--- src/rtl/rx_deframer.sv ---
// rtl/rx_deframer.sv - sync hunt, polarity resolution and payload byte packing for the Rx path
module rx_deframer #(
   parameter logic [15:0] SYNC_WORD   = 16'hEB90,
   parameter int          SYNC_LEN    = 16,
   parameter int          MAX_ERR     = 1,
   parameter int          FRAME_BYTES = 32
) (
   input  logic       clk_16M384,
   input  logic       rst_16M384,
   input  logic [3:0] MODE_CTRL,
   input  logic [1:0] Rx_bits,
   input  logic       Rx_vld,
   output logic [7:0] data_tdata,
   output logic       data_tvalid,
   input  logic       data_tready,
   output logic       data_tlast,
   output logic       data_tuser,
   output logic       sync_lock,
   output logic       polarity_inv,
   output logic       overflow
);

   localparam logic [3:0]  MODE_QPSK = 4'b0010;
   localparam logic [3:0]  MODE_MIX  = 4'b0100;
   localparam logic [15:0] SYNC_MASK = (SYNC_LEN >= 16) ? 16'hFFFF
                                       : 16'((32'd1 << SYNC_LEN) - 32'd1);
   localparam logic [7:0]  LAST_IDX  = 8'(FRAME_BYTES - 1);

   typedef enum logic {ST_HUNT, ST_PAYLOAD} state_t;

   state_t      state_q;
   logic [15:0] shreg_q;
   logic [3:0]  mode_q;
   logic        pol_q;
   logic        hold_q;
   logic [7:0]  acc_q, acc_d;
   logic [2:0]  cnt_q, cnt_d;
   logic [7:0]  idx_q, idx_d;
   logic [7:0]  dat_q;
   logic        vld_q, user_q, last_q, ovf_q;

   logic        hunt_qpsk;
   logic [15:0] sh1, sh2;
   logic [1:0]  m1, m2;
   logic        p_in_valid, p_two, p_pol, p_bit;
   logic [1:0]  p_bits;
   logic        byte_done, byte_first, byte_last, frame_done;
   logic [7:0]  byte_val;
   logic        accept;

   function automatic int popcount16(input logic [15:0] v);
      int n;
      n = 0;
      for (int i = 0; i < 16; i++) n += int'(v[i]);
      return n;
   endfunction

   // {match, inverted}; the non-inverted match wins when both are within range
   function automatic logic [1:0] hdr_match(input logic [15:0] sh);
      int d;
      int di;
      d  = popcount16((sh ^ SYNC_WORD) & SYNC_MASK);
      di = popcount16((~sh ^ SYNC_WORD) & SYNC_MASK);
      if (d <= MAX_ERR) return 2'b10;
      else if (di <= MAX_ERR) return 2'b11;
      else return 2'b00;
   endfunction

   // Header window after the first and (QPSK only) second bit of this strobe
   always_comb begin
      hunt_qpsk = (MODE_CTRL == MODE_QPSK);
      sh1       = {shreg_q[14:0], hunt_qpsk ? Rx_bits[1] : Rx_bits[0]};
      m1        = hdr_match(sh1);
      sh2       = {sh1[14:0], Rx_bits[0]};
      m2        = hdr_match(sh2);
   end

   // Payload bit packer; a pair may straddle a byte boundary after a mid-pair lock
   always_comb begin
      p_in_valid = 1'b0;
      p_two      = 1'b0;
      p_bits     = 2'b00;
      p_pol      = pol_q;
      p_bit      = 1'b0;
      if (state_q == ST_PAYLOAD) begin
         p_in_valid = Rx_vld;
         p_two      = (mode_q == MODE_QPSK) || (mode_q == MODE_MIX);
         p_bits     = p_two ? Rx_bits : {Rx_bits[0], 1'b0};
      end else if (Rx_vld && !hold_q && hunt_qpsk && m1[1]) begin
         // lock on the first bit of a pair: the second bit opens the payload
         p_in_valid = 1'b1;
         p_bits     = {Rx_bits[0], 1'b0};
         p_pol      = m1[0];
      end
      acc_d      = acc_q;
      cnt_d      = cnt_q;
      idx_d      = idx_q;
      byte_done  = 1'b0;
      byte_val   = acc_q;
      byte_first = 1'b0;
      byte_last  = 1'b0;
      frame_done = 1'b0;
      if (p_in_valid) begin
         for (int i = 0; i < 2; i++) begin
            if ((i == 0 || p_two) && !frame_done) begin
               p_bit = (i == 0) ? p_bits[1] : p_bits[0];
               acc_d = {acc_d[6:0], p_bit ^ p_pol};
               if (cnt_d == 3'd7) begin
                  byte_done  = 1'b1;
                  byte_val   = acc_d;
                  byte_first = (idx_d == 8'd0);
                  byte_last  = (idx_d == LAST_IDX);
                  cnt_d      = 3'd0;
                  if (idx_d == LAST_IDX) frame_done = 1'b1;
                  else idx_d = idx_d + 8'd1;
               end else begin
                  cnt_d = cnt_d + 3'd1;
               end
            end
         end
      end
      accept = vld_q && data_tready;
   end

   // Hunt/payload FSM plus the single-entry output register
   always_ff @(posedge clk_16M384) begin
      if (rst_16M384) begin
         state_q <= ST_HUNT;
         shreg_q <= 16'd0;
         mode_q  <= 4'd0;
         pol_q   <= 1'b0;
         hold_q  <= 1'b0;
         acc_q   <= 8'd0;
         cnt_q   <= 3'd0;
         idx_q   <= 8'd0;
         dat_q   <= 8'd0;
         vld_q   <= 1'b0;
         user_q  <= 1'b0;
         last_q  <= 1'b0;
         ovf_q   <= 1'b0;
      end else begin
         acc_q  <= acc_d;
         cnt_q  <= cnt_d;
         idx_q  <= idx_d;
         hold_q <= 1'b0;
         case (state_q)
            ST_HUNT: begin
               // the cycle right after a frame ends ignores Rx_vld so frames never overlap
               if (Rx_vld && !hold_q) begin
                  if (hunt_qpsk) begin
                     shreg_q <= sh2;
                     if (m1[1]) begin
                        state_q <= ST_PAYLOAD;
                        pol_q   <= m1[0];
                        mode_q  <= MODE_CTRL;
                     end else if (m2[1]) begin
                        state_q <= ST_PAYLOAD;
                        pol_q   <= m2[0];
                        mode_q  <= MODE_CTRL;
                     end
                  end else begin
                     shreg_q <= sh1;
                     if (m1[1]) begin
                        state_q <= ST_PAYLOAD;
                        pol_q   <= m1[0];
                        mode_q  <= MODE_CTRL;
                     end
                  end
               end
            end
            default: begin
               if (frame_done) begin
                  state_q <= ST_HUNT;
                  shreg_q <= 16'd0;
                  hold_q  <= 1'b1;
                  acc_q   <= 8'd0;
                  cnt_q   <= 3'd0;
                  idx_q   <= 8'd0;
               end
            end
         endcase
         if (byte_done) begin
            if (!vld_q || accept) begin
               dat_q  <= byte_val;
               vld_q  <= 1'b1;
               user_q <= byte_first;
               last_q <= byte_last;
            end else begin
               ovf_q <= 1'b1;
            end
         end else if (accept) begin
            vld_q <= 1'b0;
         end
      end
   end

   assign data_tdata   = dat_q;
   assign data_tvalid  = vld_q;
   assign data_tuser   = user_q;
   assign data_tlast   = last_q;
   assign sync_lock    = (state_q == ST_PAYLOAD);
   assign polarity_inv = pol_q;
   assign overflow     = ovf_q;

endmodule

--- config.mk ---
export PLATFORM = sky130hd
export DESIGN_NAME = rx_deframer
export DESIGN_NICKNAME = d
export VERILOG_FILES = /design/src/rtl/rx_deframer.sv
export SDC_FILE = /design/constraint.sdc
export NUM_CORES = 1
export LEC_CHECK = 0
export ABC_AREA = 1
export CAP_MARGIN = 10
export CORE_UTILIZATION = 50
export DETAILED_ROUTE_END_ITERATION = 16
export PLACE_DENSITY = 0.68
export RECOVER_POWER = 50
export REMOVE_ABC_BUFFERS = 1
export SLEW_MARGIN = 20
export SYNTH_ARGS = -nofsm -noshare
export SYNTH_HDL_FRONTEND = slang
export SYNTH_SLANG_ARGS = --single-unit
--- constraint.sdc ---
create_clock -name clk_16M384 -period 14.9 [get_ports clk_16M384]
set_input_delay 2.98 -clock clk_16M384 [delete_from_list [all_inputs] [get_ports clk_16M384]]
set_output_delay 2.98 -clock clk_16M384 [all_outputs]
set_load 0.02 [all_outputs]
==> results of run 1 <==
[layout by cell type (no fill, tap or decap), types with 2 or more instances in the layout]
master	count
o21ai_2	2
or2_2	2
clkbuf_8	5
nor4_1	3
o211ai_1	17
a21oi_2	3
o21ai_0	42
nor3_1	3
mux2i_1	3
inv_2	4
nor2_2	12
fa_1	41
xnor2_1	3
nor2_1	38
clkdlybuf4s50_1	8
dlygate4sd3_1	15
o21ai_1	5
nand3_1	45
nor2_4	3
nand3b_1	2
nand2_4	2
ha_1	28
nand4_1	10
nand2_1	97
dfxtp_1	53
a31oi_1	7
a211o_1	2
clkinv_1	2
nand3_2	2
nand2_2	6
inv_1	109
a21oi_1	41
[stage by stage]
stage	power, µW	instances	utilization [%]
2_1_floorplan	388.8	595	-
3_3_place_gp	449.6	727	55.35
5_1_grt	621.4	735	56.23
6_report	559.6	735	56.23
3_5_place_dp	461.3	727	55.35
4_1_cts	564.8	735	56.67
[cell families (layout without fill, tap and decap cells)]
| family | count (synthesis) | in the layout | share of synthesized area [%] |
|---|---|---|---|
| xor gates and xnor gates | 5 | 5 | 1.099 |
| adders and majority gates | 69 | 69 | 25.07 |
| buffers and inverters | 137 | 147 | 11.87 |
| DFF | 53 | 53 | 22.72 |
| muxes | 3 | 3 | 0.6429 |
| and+or+nand+nor | 225 | 225 | 23.12 |
| AOI/OAI and AO/OA | 125 | 125 | 15.48 |
[final cells by class]
cell class / count / area, µm²
Inverter: 115 / 431.7
Timing Repair Buffer: 24 / 234.0
Clock inverter: 3 / 48.80
Fill cell: 834 / 3891
Multi-Input combinational cell: 427 / 3020
Sequential cell: 53 / 1061
Clock buffer: 5 / 68.82
Tap cell: 108 / 135.1
[sequential cells by signal (all words and copies together), names as in the netlist]
register and count:
idx_q 8, shreg_q 15, mode_q 4, hold_q 1, sync_lock 1, data_tdata 8, overflow 1, data_tuser 1
polarity_inv 1, data_tvalid 1, acc_q 8, data_tlast 1, cnt_q 3
[how the worst max path moves through the flow]
stage                       startpoint       endpoint  slack, ns  cells past startpoint
final                     MODE_CTRL[1]       idx_q[2]       4.06                     23
after floorplan           MODE_CTRL[1]     data_tlast       6.19                     25
after global placement    MODE_CTRL[0]     data_tlast       5.77                     26
after detailed placement  MODE_CTRL[1]  data_tdata[1]       5.57                     25
after CTS                 MODE_CTRL[0]  data_tdata[1]       5.90                     24
after global routing      MODE_CTRL[1]       idx_q[2]       3.24                     23
[power by group through the flow]
stage / sequential [µW] / clock [µW] / combinational [µW]
after floorplan: 177 / 0 / 212
after global placement: 179 / 0 / 271
after detailed placement: 179 / 0 / 282
after CTS: 176 / 106 / 283
after global routing: 179 / 112 / 331
final: 176 / 104 / 280
[synthesized netlist by cell type, types with 3 or more instances]
cell | count | share of area (%)
a21oi_2 | 3 | 0.56
nand3_1 | 45 | 4.8
clkbuf_1 | 10 | 0.80
buf_2 | 7 | 0.75
xnor2_1 | 3 | 0.56
a31oi_1 | 7 | 0.94
inv_2 | 4 | 0.32
nand2_2 | 8 | 1.1
ha_1 | 28 | 7.5
mux2i_1 | 3 | 0.64
nor2_4 | 3 | 0.72
dfxtp_1 | 53 | 23
o21ai_0 | 42 | 4.5
nand2_1 | 95 | 7.6
inv_1 | 109 | 8.8
o21ai_1 | 5 | 0.54
a21oi_1 | 41 | 4.4
nor2_1 | 38 | 3.1
nor2_2 | 12 | 1.6
nor3_1 | 3 | 0.32
fa_1 | 41 | 18
o211ai_1 | 17 | 2.7
nand4_1 | 9 | 1.2
[per-layer routing]
metal	up-vias	GRT usage, %
met3	9	4.184
met5	-	0
li1	2016	-
met4	0	4.592
met2	125	36.89
met1	1869	34.98
==> impl_results.md, run 1 <==
- Outcome: complete, no violations
- Worst hold start: overflow
- Post-DP HPWL: roughly 8200 µm
- Min-Delay Path Depth: 1
- Diode count: 0
- R2R setup slack: between 8 and 9 ns
- TritonCTS sink count: 53
- Setup crit end kind: flop
- Worst min path class: reg2reg
- Worst Setup Start Kind: primary input
- Worst Path Max Fanout: 35
- CTS tree: built
- RR Startpoint: shreg_q[6]
- Syn avg cell area: approximately 7.6 µm²
- CTS root buf: clkbuf_8
- Core region area: between 0.008 and 0.009 mm²
- Final WS setup: 4.058 ns
- Final Max Tran Viols: 0
- CP dominant cell by count: fa_1
- Final Net Count: 705
- CP peak stage delay: a little over 1 ns
- Post-route cell area: about 0.005 mm²
- CP max-delay cell: clkbuf_1
- CP Data Arrival Time: between 10 and 15 ns
- Power Density: 111.9 mW/mm²
- Worst path bufs/invs: 6
- Worst-path clk slew: roughly 0.1 ns
- Primary FF master, synth: dfxtp_1
- RSZ-0062 raised after global routing: false
- YS warnings: 0
- Peak VDD IR: about 0.045 mV
- Initial Util: 52.53%
- CP delay by family, top: simple AND/OR/NAND/NOR gates
- # IOs: 24
- Fraction of registers with async set/reset: 0%
- Register area share after synthesis: between 20 and 25%
- Gpl congestion: 0.8686
- Grt ovf: 0
- Setup-failing EPs final: 0
- Worst reg2reg path depth: 17
- WP data required: 15.09 ns
- DR vias: approximately 4000
- Post-Syn Area: 0.004671 mm²
- Reg-to-Reg End: idx_q[2]
- Reg power frac: approximately a third
- Layout overhead on the synthesized area: 7.045%
- Buffers added on ports: 23
- Met2 wire len: about 4700 µm
- DP Area: between 0.004 and 0.005 mm²
- Clock power share: a little under a fifth
- Total CTS buffers: 5
- Hold_ws: between 0.4 and 0.5 ns
- Global-route wire length before repair: between 15000 and 20000 µm
- Synth Instances: 617
- Initial DRT Pass Iterations: 5
- Final hold violations: 0
- Clock skew: roughly 0.020 ns
- GRT Total Usage: between 20% and 30%
- # rows: 34
- Leakage: between 0.002 and 0.0025 µW
- #FFs+latches synth: 53
- Distinct cells, synth: 45
- Crit-path cells: dlygate4sd3_1 > inv_1 > nor4_1 > clkbuf_1 > nand2_1 > o21ai_0 > inv_1 > fa_1 > fa_1 > fa_1 > inv_1 > fa_1 > inv_1 > ha_1 > fa_1 > nor3_1 > nand3_1 > nand2_1 > nand3_1 > nand2_1 > nand4_1 > nand2_4 > a21oi_1
- Remaining DRCs: 0
- Die H: around 99 µm
- Worst-Skew Late Latency: 0.33 ns
- Worst-Margin Slew: approximately 1.3 ns
- Top Layer Used: met4
- Initial antenna violation count: 0
- Post-CTS Setup Bufs: 0
- Met3 routed WL: between 600 and 700 µm
- Max Cap Viol: 0
- Crit Path Class: in2reg
- Max Buffers Root-to-Sink: 2
- Switch Pwr: ~240 µW
- Metal-1 WL: 5143 µm
- # resized after CTS: 0
- Routed wire length: 10590 µm
- Vias in the first global route: 3874
- Worst Hold End: overflow
- Net Sw Frac: approximately 44%
- Per-cell routed wire length: ~14 µm
- Die X: around 100 µm
- H-tree levels: 2
- Final ANT Viol Nets: 0
- Hold bufs inserted after CTS: 0
- Post-synth EDFFs: 0
- Max Fclk: 92.23 MHz
- Tmin final: around 11 ns
- Dpl ws: between 5 and 6 ns
- P_int: 315.5 µW
- Logic pwr share: roughly half
- Max_slew headroom: roughly a tenth
- Share of cells above drive strength 1: 7.337%
- Initial drt markers: approximately 220
- Largest net degree at the start of global routing: 36
- Setup_tns: 0 ns
- Die area: approximately 0.01 mm²
- Final cycle utilization of the critical path: roughly 73%
- Via density: 5.468
Note: power is estimated with default switching activity, not from simulation.
==> run 2, diff against run 1 <==
==> constraint.sdc (replaced) <==
create_clock -name clk_16M384 -period 11.4 [get_ports clk_16M384]
set_input_delay 2.28 -clock clk_16M384 [delete_from_list [all_inputs] [get_ports clk_16M384]]
set_output_delay 2.28 -clock clk_16M384 [all_outputs]
set_load 0.02 [all_outputs]
==> run 2 against run 1 <==
Effect of this change: clock power increased by 30%; combinational power increased by 31%; setup slack got worse by 1.9 ns; cell area increased by 0.35%; power increased by 31%; flip-flop and latch count unchanged; clock skew increased by 0.00084 ns; die area unchanged; clock-buffer cell count unchanged; global-route usage about the same; critical endpoint is now data_tlast; highest routed layer unchanged.
==> impl_results.md, run 2 (synthesized netlist as in run 1, its figures left out) <==
- DR vias: 3959 (-1.5%)
- Grt ovf: 0 (unchanged)
- Global-route wire length before repair: 18600 µm (-0.26%)
- Non-Filler Instances: 735 (unchanged)
- Final Net Count: 705 (unchanged)
- Fin util: 56.43% (+0.20 points)
- Setup_tns: 0 ns (unchanged)
- Worst reg2reg path depth: 21 (+4)
- Worst min path class: reg2reg
- Largest net degree at the start of global routing: 36 (unchanged)
- Initial DRT Pass Iterations: 5 (unchanged)
- Worst-Skew Late Latency: 0.32 ns (about the same)
- Remaining DRCs: 0 (unchanged)
- Gpl congestion: 0.8687 (about the same)
- Filler instances: 839 (+0.60%)
- RSZ-0062 raised after global routing: false
- Max Cap Viol: 0 (unchanged)
- H-tree levels: 2 (unchanged)
- Tmin final: 9.241 ns
- Initial drt markers: 248 (+11%)
- Hold_ws: 0.4848 ns (-0.001783 ns)
- Met3 routed WL: 558 µm (-11%)
- Share of cells above drive strength 1: 7.656% (+0.32 points)
- Vias in the first global route: 3888 (+0.36%)
- # resized after CTS: 0 (unchanged)
- CP Data Arrival Time: 9.47 ns (-1.56 ns)
- Worst hold start: overflow
- Clock skew: 0.02061 ns (+0.0008389 ns)
- Commonest non-fill, non-tap cells in the layout: inv_1, nand2_1, dfxtp_1
- Worst-path clk slew: 0.11 ns (about the same)
- Power Density: 145.9 mW/mm² (+30%)
- Biggest register: shreg_q
- Top Layer Used: met4
- # rows: 34 (unchanged)
- Final cycle utilization of the critical path: 81.06%
- R2R setup slack: 5.83 ns (-2.56 ns)
- TritonCTS sink count: 53 (unchanged)
- Peak VDD IR: 0.06633 mV (+48%)
- Worst Path Max Fanout: 35 (unchanged)
- RR Startpoint: shreg_q[6]
- Routed wire length: 10520 µm (-0.66%)
- Setup crit end kind: flop
- CTS root buf: clkbuf_8
- GRT Total Usage: 23.73% (-0.042 points)
- Max reg flops: 15 (unchanged)
- Reg-to-Reg End: data_tlast
- Via density: 5.386 (-1.5%)
- Leakage: 0.002136 µW (about the same)
- Diode count: 0 (unchanged)
- Setup-failing EPs final: 0 (unchanged)
- Outcome: complete, no violations
- Final ANT Viol Nets: 0 (unchanged)
- Initial antenna violation count: 0 (unchanged)
- Total CTS buffers: 5 (unchanged)
- Core region area: 0.008891 mm² (unchanged)
- Max_slew headroom: 9.608% (-1.0 points)
- Final Max Tran Viols: 0 (unchanged)
- Worst Setup Start Kind: primary input
- Per-cell routed wire length: 14.32 µm (-0.66%)
- Met2 wire len: 4632 µm (-2.1%)
- Max Buffers Root-to-Sink: 2 (unchanged)
- Multi-input logic area: 0.003038 mm² (+0.58%)
- WP data required: 11.63 ns (-3.46 ns)
- Worst-Margin Slew: 1.356 ns (+0.01563 ns)
- Worst Hold End: overflow
- Die X: 98.65 µm (unchanged)
- Placed cells: 727 (unchanged)
- # IOs: 24 (unchanged)
- Buffers added on ports: 23 (unchanged)
- Min-Delay Path Depth: 1 (unchanged)
- Die area: 0.009732 mm² (unchanged)
- Layout overhead on the synthesized area: 7.420%
- CTS tree: built
- Hold bufs inserted after CTS: 0 (unchanged)
- Post-DP HPWL: 8189 µm (about the same)
- Most common cell after layout, fill and taps aside: inv_1
- Metal-1 WL: 5191 µm (+0.93%)
- Die H: 98.65 µm (unchanged)
- Initial Util: 52.53% (unchanged)
- Crit Path Class: in2reg
- Final hold violations: 0 (unchanged)
- Post-CTS Setup Bufs: 0 (unchanged)
- Max Fclk: around 110 MHz
- Register area: 0.001061 mm² (unchanged)
-- run 2: worst max-delay path by stage --
stage	startpoint	endpoint	depth (start not counted)
6_report	MODE_CTRL[1]	data_tlast	27
5_1_grt	MODE_CTRL[1]	data_tlast	27
4_1_cts	MODE_CTRL[0]	data_tlast	26
3_5_place_dp	MODE_CTRL[1]	data_tlast	27
3_3_place_gp	MODE_CTRL[0]	data_tlast	26
2_1_floorplan	MODE_CTRL[1]	data_tlast	25
-- run 2: routing by layer --
| metal | GRT usage [%] | vias to the layer above |
|---|---|---|
| li1 | - | 2011 |
| met1 | 34.62 | 1833 |
| met2 | 37.22 | 102 |
| met3 | 3.972 | 13 |
| met4 | 4.822 | 0 |
| met5 | 0 | - |
-- run 2: final cells by class --
type                    count  area share [%]
clock buffers               5           1.372
clock inverters             3          0.9726
repair buffers             24           4.663
multi-input cells         427           60.55
flip-flops and latches     53           21.15
well taps                 108           2.693
inverters                 115           8.603
-- run 2: metrics by stage --
stage               cell area [µm²]  setup slack [ns]  total power (µW)
floorplan                      4548             3.389             508.2
global placement               4921             2.974             587.6
detailed placement             4921             2.780             603.5
CTS                            5039             3.108             738.8
global route                   5017             1.390             814.7
finish                         5017             2.159             732.0
-- run 2: power breakdown --
| group | total (µW) | internal (µW) | leakage (µW) | switching (µW) |
|---|---|---|---|---|
| Sequential | 230 | 206 | 0.000429 | 23.3 |
| Combinational | 367 | 139 | 0.00165 | 228 |
| Clock | 135 | 67.0 | 0.0000563 | 68.5 |
| Total | 732 | 412 | 0.00214 | 320 |
-- run 2: worst max-delay path, stage by stage --
cell	delay (ns)
dlygate4sd3_1	0.53
inv_1	0.06
nor4_1	0.26
clkbuf_1	1.03
nand2_1	0.16
o21ai_0	0.20
inv_1	0.19
fa_1	0.53
fa_1	0.43
fa_1	0.52
inv_1	0.05
fa_1	0.47
inv_1	0.04
ha_1	0.20
fa_1	0.44
nor3_1	0.20
nand3_1	0.16
nand2_1	0.17
nand3_1	0.14
nand2_2	0.48
nand2_1	0.21
nor2_4	0.33
inv_1	0.13
nand2_1	0.07
o21ai_1	0.06
nand2_1	0.05
inv_1	0.05
==> run 3, diff against run 2 <==
==> constraint.sdc (replaced) <==
create_clock -name clk_16M384 -period 8.6 [get_ports clk_16M384]
set_input_delay 1.72 -clock clk_16M384 [delete_from_list [all_inputs] [get_ports clk_16M384]]
set_output_delay 1.72 -clock clk_16M384 [all_outputs]
set_load 0.02 [all_outputs]
==> run 3 against run 2 <==
Effect of this change: register-to-register slack lost 2.7 ns; final cell count is 0.14% higher; largest cell class unchanged; via count rose by 0.86%; sequential power up 33%; utilization down 0.056 points; clock-buffer cell count increased by 2; clock skew fell by 0.015 ns.
==> impl_results.md, run 3 (synthesized netlist as in run 1, its figures left out) <==
- Outcome: complete, no violations
- Placed cells: 728 (+0.14%)
- Die area: 0.009732 mm² (unchanged)
- Remaining DRCs: 0 (unchanged)
- Die X: 98.65 µm (unchanged)
- Non-Filler Instances: 736 (+0.14%)
- CP peak stage delay: 0.58 ns (-0.45 ns)
- Total CTS buffers: 5 (unchanged)
- Layout overhead on the synthesized area: 7.313% (about the same)
- # resized after CTS: 0 (unchanged)
- Peak VDD IR: 0.08593 mV (+30%)
- Worst Path Max Fanout: 25 (-29%)
- Die H: 98.65 µm (unchanged)
- Final hold violations: 0 (unchanged)
- Vias in the first global route: 3997 (+2.8%)
- Final cycle utilization of the critical path: about nine tenths
- CTS root buf: clkbuf_8
- WP data required: 8.81 ns (-2.82 ns)
- Max Fclk: 129.4 MHz
- Worst min path class: reg2reg
- Worst-path clk slew: 0.10 ns (about the same)
- Initial drt markers: 223 (-10%)
- Final Net Count: 706 (+0.14%)
- CP max-delay cell: dlygate4sd3_1
- Routed wire length: 10770 µm (+2.3%)
- Initial Util: 52.53% (unchanged)
- TritonCTS sink count: 53 (unchanged)
- Max Cap Viol: 0 (unchanged)
- Max Buffers Root-to-Sink: 2 (unchanged)
- GRT Total Usage: 24.23% (+0.50 points)
- Share of cells above drive strength 1: 7.962% (+0.31 points)
- Biggest register: shreg_q
- # rows: 34 (unchanged)
- CTS tree: built
- Final ANT Viol Nets: 0 (unchanged)
- CP Data Arrival Time: 7.94 ns (-1.53 ns)
- Commonest non-fill, non-tap cells in the layout: inv_1, nand2_1, dfxtp_1
- Buffers added on ports: 23 (unchanged)
- Grt ovf: 0 (unchanged)
- Worst-Skew Late Latency: 0.31 ns (about the same)
- Tmin final: 7.729 ns
- Most common cell after layout, fill and taps aside: inv_1
- Per-cell routed wire length: 14.63 µm (+2.2%)
- Setup crit end kind: flop
- Setup-failing EPs final: 0 (unchanged)
- Crit Path Class: in2reg
- Largest net degree at the start of global routing: 29 (-19%)
- Post-CTS Setup Bufs: 0 (unchanged)
- Initial antenna violation count: 0 (unchanged)
- Via density: 5.425 (+0.72%)
- Setup_tns: 0 ns (unchanged)
- Clock skew: 0.005185 ns (-0.01543 ns)
- Diode count: 0 (unchanged)
- Power Density: 186.8 mW/mm² (+28%)
- Final Max Tran Viols: 0 (unchanged)
- Core region area: 0.008891 mm² (unchanged)
- Worst path bufs/invs: 6 (-2)
- RSZ-0062 raised after global routing: false
- Gpl congestion: 0.9941 (+14%)
- Filler instances: 848 (+1.1%)
- # IOs: 24 (unchanged)
- Hold bufs inserted after CTS: 0 (unchanged)
- Worst-Margin Slew: 0.8689 ns (-0.4870 ns)
- Post-DP HPWL: 8433 µm (+3.0%)
- Global-route wire length before repair: 19030 µm (+2.3%)
- Worst Setup Start Kind: primary input
- H-tree levels: 2 (unchanged)
- CP delay by family, top: adder cells
- Max_slew headroom: 42.08% (+32 points)
- Initial DRT Pass Iterations: 6 (+1)
- Max reg flops: 15 (unchanged)
- Leakage: 0.002131 µW (-0.27%)
- DR vias: 3993 (+0.86%)
==> run 3: final timing paths <==
kind / start / to / slack, ns / cells past startpoint
worst max-delay path: MODE_CTRL[0] / data_tlast / 0.87 / 25
worst min-delay path: overflow / overflow / 0.47 / 1
worst max register to register: shreg_q[6] / data_tlast / 3.13 / 21
worst min register to register: overflow / overflow / 0.47 / 1
==> run 3: layer usage <==
metal | global-route usage (%) | vias to the layer above | share of wire (%)
met2 | 39.87 | 93 | 45
met5 | 0 | - | 0
met3 | 3.972 | 10 | 4.7
li1 | - | 2004 | -
met1 | 34.28 | 1886 | 50
met4 | 3.789 | 0 | 0.79
==> run 3: power by group <==
part | internal [µW] | switching (µW)
registers | 274 | 31.4
logic | 186 | 304
clock network | 57.9 | 83.1
==> run 3: layout make-up <==
type	count	area, µm²	area share (%)
clock buffers	7	76.32	1.523
clock inverters	1	7.507	0.1498
inverters	115	431.7	8.612
multi-input cells	427	3055	60.96
flip-flops and latches	53	1061	21.17
well taps	108	135.1	2.696
repair buffers	25	245.2	4.893
==> run 3: worst reg2reg max path, delay by kind of cell (launching register included) <==
kind,cells,cell delay [ns]
adders and majority gates,6,2.63
DFF,1,0.49
buffers and inverters,5,0.45
and+or+nand+nor,9,1.76
AOI/OAI and AO/OA,1,0.06
==> run 3: stage by stage <==
stage / cell area [µm²] / utilization, % / power, µW / setup slack (ns) / hold slack (ns)
after floorplan: 4548 / - / 673.7 / 1.149 / 0.4557
after global placement: 4928 / 55.43 / 777.7 / 0.8388 / 0.4581
after detailed placement: 4928 / 55.43 / 802.8 / 0.6744 / 0.4562
after CTS: 5012 / 56.37 / 944.3 / 0.9943 / 0.4861
after global routing: 5012 / 56.37 / 1042 / 0.2632 / 0.5129
final: 5012 / 56.37 / 936.3 / 0.8706 / 0.4738
